$ cat config.mk
export PLATFORM = sky130hd
export DESIGN_NAME = muldiv_unit_flat
export DESIGN_NICKNAME = d
export VERILOG_FILES = /design/src/rtl/muldiv_if.sv /design/src/rtl/muldiv_unit.sv /design/src/flat_wrapper.sv
export SDC_FILE = /design/constraint.sdc
export NUM_CORES = 2
export LEC_CHECK = 0
export ABC_CLOCK_PERIOD_IN_PS = 15700
export CAP_MARGIN = 30
export CELL_PAD_IN_SITES_DETAIL_PLACEMENT = 0
export CELL_PAD_IN_SITES_GLOBAL_PLACEMENT = 2
export CORE_MARGIN = 1.5
export CORE_UTILIZATION = 43
export CTS_BUF_LIST = sky130_fd_sc_hd__clkbuf_8
export DETAILED_ROUTE_END_ITERATION = 6
export DONT_BUFFER_PORTS = 1
export GPL_TIMING_DRIVEN = 1
export PLACE_DENSITY = 0.86
export SYNTH_ARGS = -nofsm -noshare
export SYNTH_HDL_FRONTEND = slang
export SYNTH_SLANG_ARGS = --single-unit
export TNS_END_PERCENT = 10
$ cat constraint.sdc
create_clock -name clk -period 15.7 [get_ports clk]
set_input_delay 4.71 -clock clk [delete_from_list [all_inputs] [get_ports clk]]
set_output_delay 4.71 -clock clk [all_outputs]
set_load 0.005 [all_outputs]
$ cat src/rtl/muldiv_if.sv
// Mul/div unit pipeline-side bundle: operation request, operands, HI/LO moves and results.
// Latency: none (plain wires).
// Backpressure: alu_stall from the unit holds EX; reg_stall/reg_flush come from the pipeline.
//
// Ports (master = EX pipeline, slave = muldiv_unit):
//   reg_stall, reg_flush      pipeline hold / squash of the EX instruction
//   op, sign                  operation select and signed-operand flag
//   source_a, source_b        operands (source_a is also MTHI/MTLO data)
//   hi_write, lo_write        MTHI / MTLO requests
//   alu_stall                 unit busy
//   hi, lo                    HI/LO register contents
interface muldiv_if #(
    parameter int WIDTH = 32
);
    logic             reg_stall;
    logic             reg_flush;
    logic             alu_stall;
    logic [2:0]       op;
    logic             sign;
    logic [WIDTH-1:0] source_a;
    logic [WIDTH-1:0] source_b;
    logic             hi_write;
    logic             lo_write;
    logic [WIDTH-1:0] hi;
    logic [WIDTH-1:0] lo;

    modport master (
        output reg_stall, reg_flush, op, sign, source_a, source_b, hi_write, lo_write,
        input  alu_stall, hi, lo
    );

    modport slave (
        input  reg_stall, reg_flush, op, sign, source_a, source_b, hi_write, lo_write,
        output alu_stall, hi, lo
    );
endinterface

$ cat src/rtl/muldiv_unit.sv
// Multi-cycle multiply / multiply-accumulate / restoring divide unit with private HI/LO.
// Latency: MUL_CYCLES+1 stall cycles for MULT/MADD/MSUB, WIDTH+2 for DIV, 2 for divide by zero.
// Backpressure: asserts alu_stall while running; holds in DONE while reg_stall so nothing re-executes.
//
// Ports:
//   clk   clock, all state changes on the rising edge
//   rst   asynchronous active-low reset
//   bus   muldiv_if slave: op/sign/operands/MTHI/MTLO in, alu_stall/hi/lo out
module muldiv_unit #(
    parameter int WIDTH      = 32,
    parameter int MUL_CYCLES = 2,
    parameter int CNT_W      = 6
) (
    input  logic    clk,
    input  logic    rst,
    muldiv_if.slave bus
);

    localparam logic [2:0] OP_MULT = 3'd1;
    localparam logic [2:0] OP_DIV  = 3'd2;
    localparam logic [2:0] OP_MADD = 3'd3;
    localparam logic [2:0] OP_MSUB = 3'd4;

    typedef enum logic [1:0] {
        S_IDLE,
        S_BUSY,
        S_DONE
    } state_t;

    state_t             state;
    logic [CNT_W-1:0]   cnt;
    logic [2:0]         op_q;
    logic               sign_q;
    logic [WIDTH-1:0]   a_q;
    logic [WIDTH-1:0]   b_q;
    logic [WIDTH-1:0]   rem_q;
    logic [WIDTH-1:0]   quo_q;
    logic [WIDTH-1:0]   dvs_q;
    logic [WIDTH-1:0]   hi_q;
    logic [WIDTH-1:0]   lo_q;

    // Request decode; op codes 5-7 behave exactly like NONE.
    logic op_valid;
    logic start;
    assign op_valid = (bus.op == OP_MULT) || (bus.op == OP_DIV) ||
                      (bus.op == OP_MADD) || (bus.op == OP_MSUB);
    assign start    = (state == S_IDLE) && op_valid && !bus.reg_flush;

    // Gated by rst so the pipeline is never held while the unit is in reset.
    assign bus.alu_stall = rst && (start || ((state == S_BUSY) && !bus.reg_flush));
    assign bus.hi        = hi_q;
    assign bus.lo        = lo_q;

    // Divider works on magnitudes; signs are re-applied on the final cycle.
    logic             a_neg;
    logic             b_neg;
    logic [WIDTH-1:0] a_mag;
    logic [WIDTH-1:0] b_mag;
    assign a_neg = bus.sign && bus.source_a[WIDTH-1];
    assign b_neg = bus.sign && bus.source_b[WIDTH-1];
    assign a_mag = a_neg ? -bus.source_a : bus.source_a;
    assign b_mag = b_neg ? -bus.source_b : bus.source_b;

    // Full-width product of the latched operands; a 2W x 2W multiply truncated
    // to 2W bits gives the correct two's-complement result for signed operands.
    logic [2*WIDTH-1:0] mul_a;
    logic [2*WIDTH-1:0] mul_b;
    logic [2*WIDTH-1:0] prod;
    logic [2*WIDTH-1:0] acc;
    logic [2*WIDTH-1:0] mul_res;
    assign mul_a = sign_q ? {{WIDTH{a_q[WIDTH-1]}}, a_q} : {{WIDTH{1'b0}}, a_q};
    assign mul_b = sign_q ? {{WIDTH{b_q[WIDTH-1]}}, b_q} : {{WIDTH{1'b0}}, b_q};
    assign prod  = mul_a * mul_b;
    assign acc   = {hi_q, lo_q};

    always_comb begin
        mul_res = prod;
        if (op_q == OP_MADD) begin
            mul_res = acc + prod;
        end else if (op_q == OP_MSUB) begin
            mul_res = acc - prod;
        end
    end

    // One restoring step: shift the next dividend bit into the partial
    // remainder and subtract the divisor if it fits. rem_q < divisor always,
    // so the shifted value needs one extra bit and diff[WIDTH] is the borrow.
    logic [WIDTH:0]   rem_sh;
    logic [WIDTH:0]   diff;
    logic             fits;
    assign rem_sh = {rem_q, quo_q[WIDTH-1]};
    assign diff   = rem_sh - {1'b0, dvs_q};
    assign fits   = !diff[WIDTH];

    logic             neg_q;
    logic             neg_r;
    logic [WIDTH-1:0] q_fix;
    logic [WIDTH-1:0] r_fix;
    logic             div_zero;
    assign neg_q    = sign_q && (a_q[WIDTH-1] ^ b_q[WIDTH-1]);
    assign neg_r    = sign_q && a_q[WIDTH-1];
    assign q_fix    = neg_q ? -quo_q : quo_q;
    assign r_fix    = neg_r ? -rem_q : rem_q;
    assign div_zero = (b_q == '0);

    always_ff @(posedge clk or negedge rst) begin
        if (!rst) begin
            state  <= S_IDLE;
            cnt    <= '0;
            op_q   <= '0;
            sign_q <= 1'b0;
            a_q    <= '0;
            b_q    <= '0;
            rem_q  <= '0;
            quo_q  <= '0;
            dvs_q  <= '0;
            hi_q   <= '0;
            lo_q   <= '0;
        end else begin
            case (state)
                S_IDLE: begin
                    if (start) begin
                        op_q   <= bus.op;
                        sign_q <= bus.sign;
                        a_q    <= bus.source_a;
                        b_q    <= bus.source_b;
                        rem_q  <= '0;
                        quo_q  <= a_mag;
                        dvs_q  <= b_mag;
                        // cnt = number of BUSY cycles; the result is written when it reaches 1.
                        if (bus.op != OP_DIV) begin
                            cnt <= CNT_W'(MUL_CYCLES);
                        end else if (bus.source_b == '0) begin
                            cnt <= CNT_W'(1);
                        end else begin
                            cnt <= CNT_W'(WIDTH + 1);
                        end
                        state <= S_BUSY;
                    end else if (!op_valid) begin
                        if (bus.hi_write) begin
                            hi_q <= bus.source_a;
                        end
                        if (bus.lo_write) begin
                            lo_q <= bus.source_a;
                        end
                    end
                end

                S_BUSY: begin
                    cnt <= cnt - CNT_W'(1);
                    if (bus.reg_flush) begin
                        state <= S_IDLE;
                    end else if (cnt == CNT_W'(1)) begin
                        if (op_q != OP_DIV) begin
                            {hi_q, lo_q} <= mul_res;
                        end else if (div_zero) begin
                            lo_q <= '1;
                            hi_q <= a_q;
                        end else begin
                            lo_q <= q_fix;
                            hi_q <= r_fix;
                        end
                        state <= S_DONE;
                    end else if (op_q == OP_DIV) begin
                        rem_q <= fits ? diff[WIDTH-1:0] : rem_sh[WIDTH-1:0];
                        quo_q <= {quo_q[WIDTH-2:0], fits};
                    end
                end

                S_DONE: begin
                    if (!bus.reg_stall || bus.reg_flush) begin
                        state <= S_IDLE;
                    end
                end

                default: begin
                    state <= S_IDLE;
                end
            endcase
        end
    end

endmodule

$ cat src/flat_wrapper.sv
// flat-port wrapper written by rule: the top's interface ports become plain ports
module muldiv_unit_flat 
#(
    parameter int WIDTH      = 32,
    parameter int MUL_CYCLES = 2,
    parameter int CNT_W      = 6
)
  (clk, rst, bus_reg_stall, bus_reg_flush, bus_op, bus_sign, bus_source_a, bus_source_b, bus_hi_write, bus_lo_write, bus_alu_stall, bus_hi, bus_lo);
  muldiv_if #(.WIDTH(WIDTH)) bus_i ();
  input  logic clk;
  input  logic rst;
  input wire logic [$bits(bus_i.reg_stall)-1:0] bus_reg_stall;
  input wire logic [$bits(bus_i.reg_flush)-1:0] bus_reg_flush;
  input wire logic [$bits(bus_i.op)-1:0] bus_op;
  input wire logic [$bits(bus_i.sign)-1:0] bus_sign;
  input wire logic [$bits(bus_i.source_a)-1:0] bus_source_a;
  input wire logic [$bits(bus_i.source_b)-1:0] bus_source_b;
  input wire logic [$bits(bus_i.hi_write)-1:0] bus_hi_write;
  input wire logic [$bits(bus_i.lo_write)-1:0] bus_lo_write;
  output wire logic [$bits(bus_i.alu_stall)-1:0] bus_alu_stall;
  output wire logic [$bits(bus_i.hi)-1:0] bus_hi;
  output wire logic [$bits(bus_i.lo)-1:0] bus_lo;
  assign bus_i.reg_stall = bus_reg_stall;
  assign bus_i.reg_flush = bus_reg_flush;
  assign bus_i.op = bus_op;
  assign bus_i.sign = bus_sign;
  assign bus_i.source_a = bus_source_a;
  assign bus_i.source_b = bus_source_b;
  assign bus_i.hi_write = bus_hi_write;
  assign bus_i.lo_write = bus_lo_write;
  assign bus_alu_stall = bus_i.alu_stall;
  assign bus_hi = bus_i.hi;
  assign bus_lo = bus_i.lo;
  muldiv_unit #(.WIDTH(WIDTH), .MUL_CYCLES(MUL_CYCLES), .CNT_W(CNT_W)) u_core (.clk(clk), .rst(rst), .bus(bus_i));
endmodule
==> key figures <==
Layout
  • NumNets Final: 10100
  • Commonest non-fill, non-tap cell in the layout: inv_1
  • Multi-input logic area: 57600 µm²
  • Area Overhead vs Synth: 4.812%
  • Commonest cells after routing, fill and taps aside: 1726 x inv_1, 1436 x fa_1, 1035 x nand2_1
  • Share of layout cells above drive strength 1: 3.588%
  • Reg area: 5883 µm²
  • Fill cells: roughly 17000

Detailed routing
  • Drt total wl: about 280000 µm
  • DR pass1 iterations: 7
  • Iter 0 DRT Violations: 5513
  • Post-DRT Antenna Nets: 0
  • Via count: ~58000
  • DRC Markers: 0
  • Wire length per cell: 26.65 µm
  • DR vias/cell: 5.644

Placed design
  • Placer Congestion: 0.9797
  • Number of port buffers: 0
  • HPWL Detailed: 227900 µm

Yosys
  • Synth unique cells: 96
  • Sequential area share after synthesis: 8.212%
  • Cell Area, Synth: 71610 µm²
  • Synth warnings: 0
  • Post-Synthesis Net Count: 10350
  • Post-synth top area share: 40.14%
  • Synth area leaders: fa_1 40%, inv_1 9.0%, dfrtp_1 8.2%
  • Number of synthesized flops with an enable pin: 0
  • Synth Instances: approximately 8400
  • Yosys reg bits: between 200 and 250
  • Ys async rst share: 100.0%
  • Area leader, netlist: fa_1
  • Main flop type after synthesis: dfrtp_1
  • Avg Inst Size Synth: between 8 and 9 µm²

GRT
  • Largest net degree at the start of global routing: 237
  • Congestion Overflow GR: 0
  • Antenna violations before repair: 17
  • Global Route Usage Sum: 33.20%
  • Vias in the first global route: 61090
  • First-pass GRT wire length: 415400 µm

Worst setup path
  • CP Max Fanout: 17
  • Worst Reg-to-Reg Cells: between 40 and 50
  • CP startpoint kind: flip-flop
  • Worst Setup SP: u_core.sign_q$_DFFE_PN0P_
  • Slowest-stage cell, CP: a2111oi_1
  • Worst reg2reg setup slack: 1.30 ns
  • Crit Path Class: flip-flop to flip-flop
  • Most common cell on crit path: fa_1
  • Slowest stage delay, CP: slightly below 0.9 ns
  • Worst reg2reg startpoint: u_core.sign_q$_DFFE_PN0P_
  • Worst Path Required: about 16 ns
  • Worst setup EP type: flip-flop
  • Worst EP arrival: 14.99 ns
  • RR Endpoint: u_core.bus.hi[28]$_DFFE_PN0P_

CTS
  • Post-CTS setup buffers: 0
  • Post-CTS Resized: 0
  • CTS max path bufs: 3
  • TritonCTS clock tree: built
  • Clk_lat worst skew: 0.77 ns
  • H-Tree Level Count: 2
  • Root Driver: clkbuf_8
  • Clock transition at path regs: 0.06 ns
  • Post-CTS Hold Fix Bufs: 0
  • Total CTS buffers: 52
  • CTS Sinks: 235

Floorplan
  • Die height: between 400 and 500 µm
  • Core Area: around 170000 µm²
  • Die Wd: 411.1 µm
  • Ports: between 100 and 150
  • Die Area: approximately 170000 µm²
  • Initial Util: a little over two fifths
  • FP Rows: 149

Timing
  • Worst rel slew slack: around a fifth
  • Final Critical Period: 14.40 ns
  • Worst hold slack: 0.4789 ns
  • Final worst path period share: 91.74%
  • Final hold violations: 0
  • Pin slew with the least headroom to its limit: 1.204 ns
  • Setup TNS Final: 0 ns
  • Setup violators final: 0
  • RSZ-0062 raised after global routing: no
  • Slew Viols, Final: 0
  • Clock Skews: 0.07640 ns
  • F_max: just under 0.07 GHz

Worst hold path
  • Hold Crit Start: u_core.dvs_q[12]$_DFFE_PN0P_
  • Hold Path Depth: 2
  • WHS Endpoint: u_core.dvs_q[12]$_DFFE_PN0P_
  • HP Class: flip-flop to flip-flop

Outcome
  • Outcome: complete, no violations

Flow run
  • Maxcap violations: 0
## logic make-up after synthesis
| logic type | Yosys count | synth area share, % |
|---|---|---|
| XOR/XNOR | 339 | 4.156 |
| flip-flops | 235 | 8.212 |
| AO/OA/AOI/OAI | 1329 | 11.74 |
| adder cells (fa/ha/maj) | 1901 | 48.26 |
| buffers and inverters | 2177 | 11.45 |
| multiplexers | 31 | 0.4385 |
| AND/OR/NAND/NOR | 2368 | 15.74 |
## cells in the mapped netlist (72+ instances only)
cell type	instances
o21ai_0	338
nor3_1	72
xor2_1	115
clkbuf_1	424
ha_1	464
fa_1	1436
nand3_1	73
nor2_1	349
inv_1	1717
nand2_1	1036
a21o_1	76
dfrtp_1	235
a21oi_1	409
and2_1	568
xnor2_1	223
## how the worst max path moves through the flow
stage | to | slack, ns | cells past startpoint
after floorplan | u_core.bus.hi[31]$_DFFE_PN0P_ | 4.20 | 46
final | u_core.bus.hi[28]$_DFFE_PN0P_ | 1.30 | 43
after global routing | u_core.bus.hi[28]$_DFFE_PN0P_ | 0.81 | 43
after detailed placement | u_core.bus.hi[28]$_DFFE_PN0P_ | 1.46 | 43
after CTS | u_core.bus.hi[28]$_DFFE_PN0P_ | 1.35 | 43
after global placement | u_core.bus.hi[28]$_DFFE_PN0P_ | 1.47 | 43
## routing by layer
layer / routed length (µm) / part of all wire, % / GRT usage [%] / up-vias
met5: 116 / 0.042 / 0 / -
met4: 9257 / 3.4 / 9.715 / 14
met3: 23560 / 8.5 / 6.465 / 370
met2: 121900 / 44 / 51.03 / 2355
met1: 121200 / 44 / 47.39 / 30290
li1: - / - / - / 25430
## cell type report
cell class,count,area share [%]
antenna,4,0.01334
clock buffer,64,1.174
clock inverter,27,0.3051
inverter,1723,8.616
multi-input combinational,5968,76.74
sequential,235,7.838
tap,2189,3.649
timing repair buffer,148,1.660
## stage by stage
stage	utilization [%]	cells	worst slack (ns)	instance area, µm²
final	45.44	10360	1.297	75060
after global placement	44.61	10250	1.470	73680
after detailed placement	44.75	10260	1.459	73910
after CTS	45.42	10350	1.350	75020
after floorplan	-	8380	4.203	71610
after global routing	45.44	10360	0.8061	75050
## registers in the layout, summed over array words and instances (netlist names)
| register | count |
|---|---|
| u_core.sign_q | 1 |
| u_core.bus.lo | 32 |
| u_core.dvs_q | 32 |
| u_core.b_q | 31 |
| u_core.rem_q | 32 |
| u_core.op_q | 3 |
| u_core.a_q | 32 |
| u_core.state | 2 |
| u_core.quo_q | 32 |
| u_core.cnt | 6 |
| u_core.bus.hi | 32 |
## worst max-delay path, delay by kind of cell (launching register included)
family,cells,cell delay (ns)
buf+inv,10,1.05
compound gates,10,3.44
flops,1,0.82
xor+xnor,2,0.52
simple gates,9,2.05
fa+ha+maj,12,6.31
Power is not shown: default switching activity piles up to over one toggle a cycle in this logic, so the estimate is an artifact.
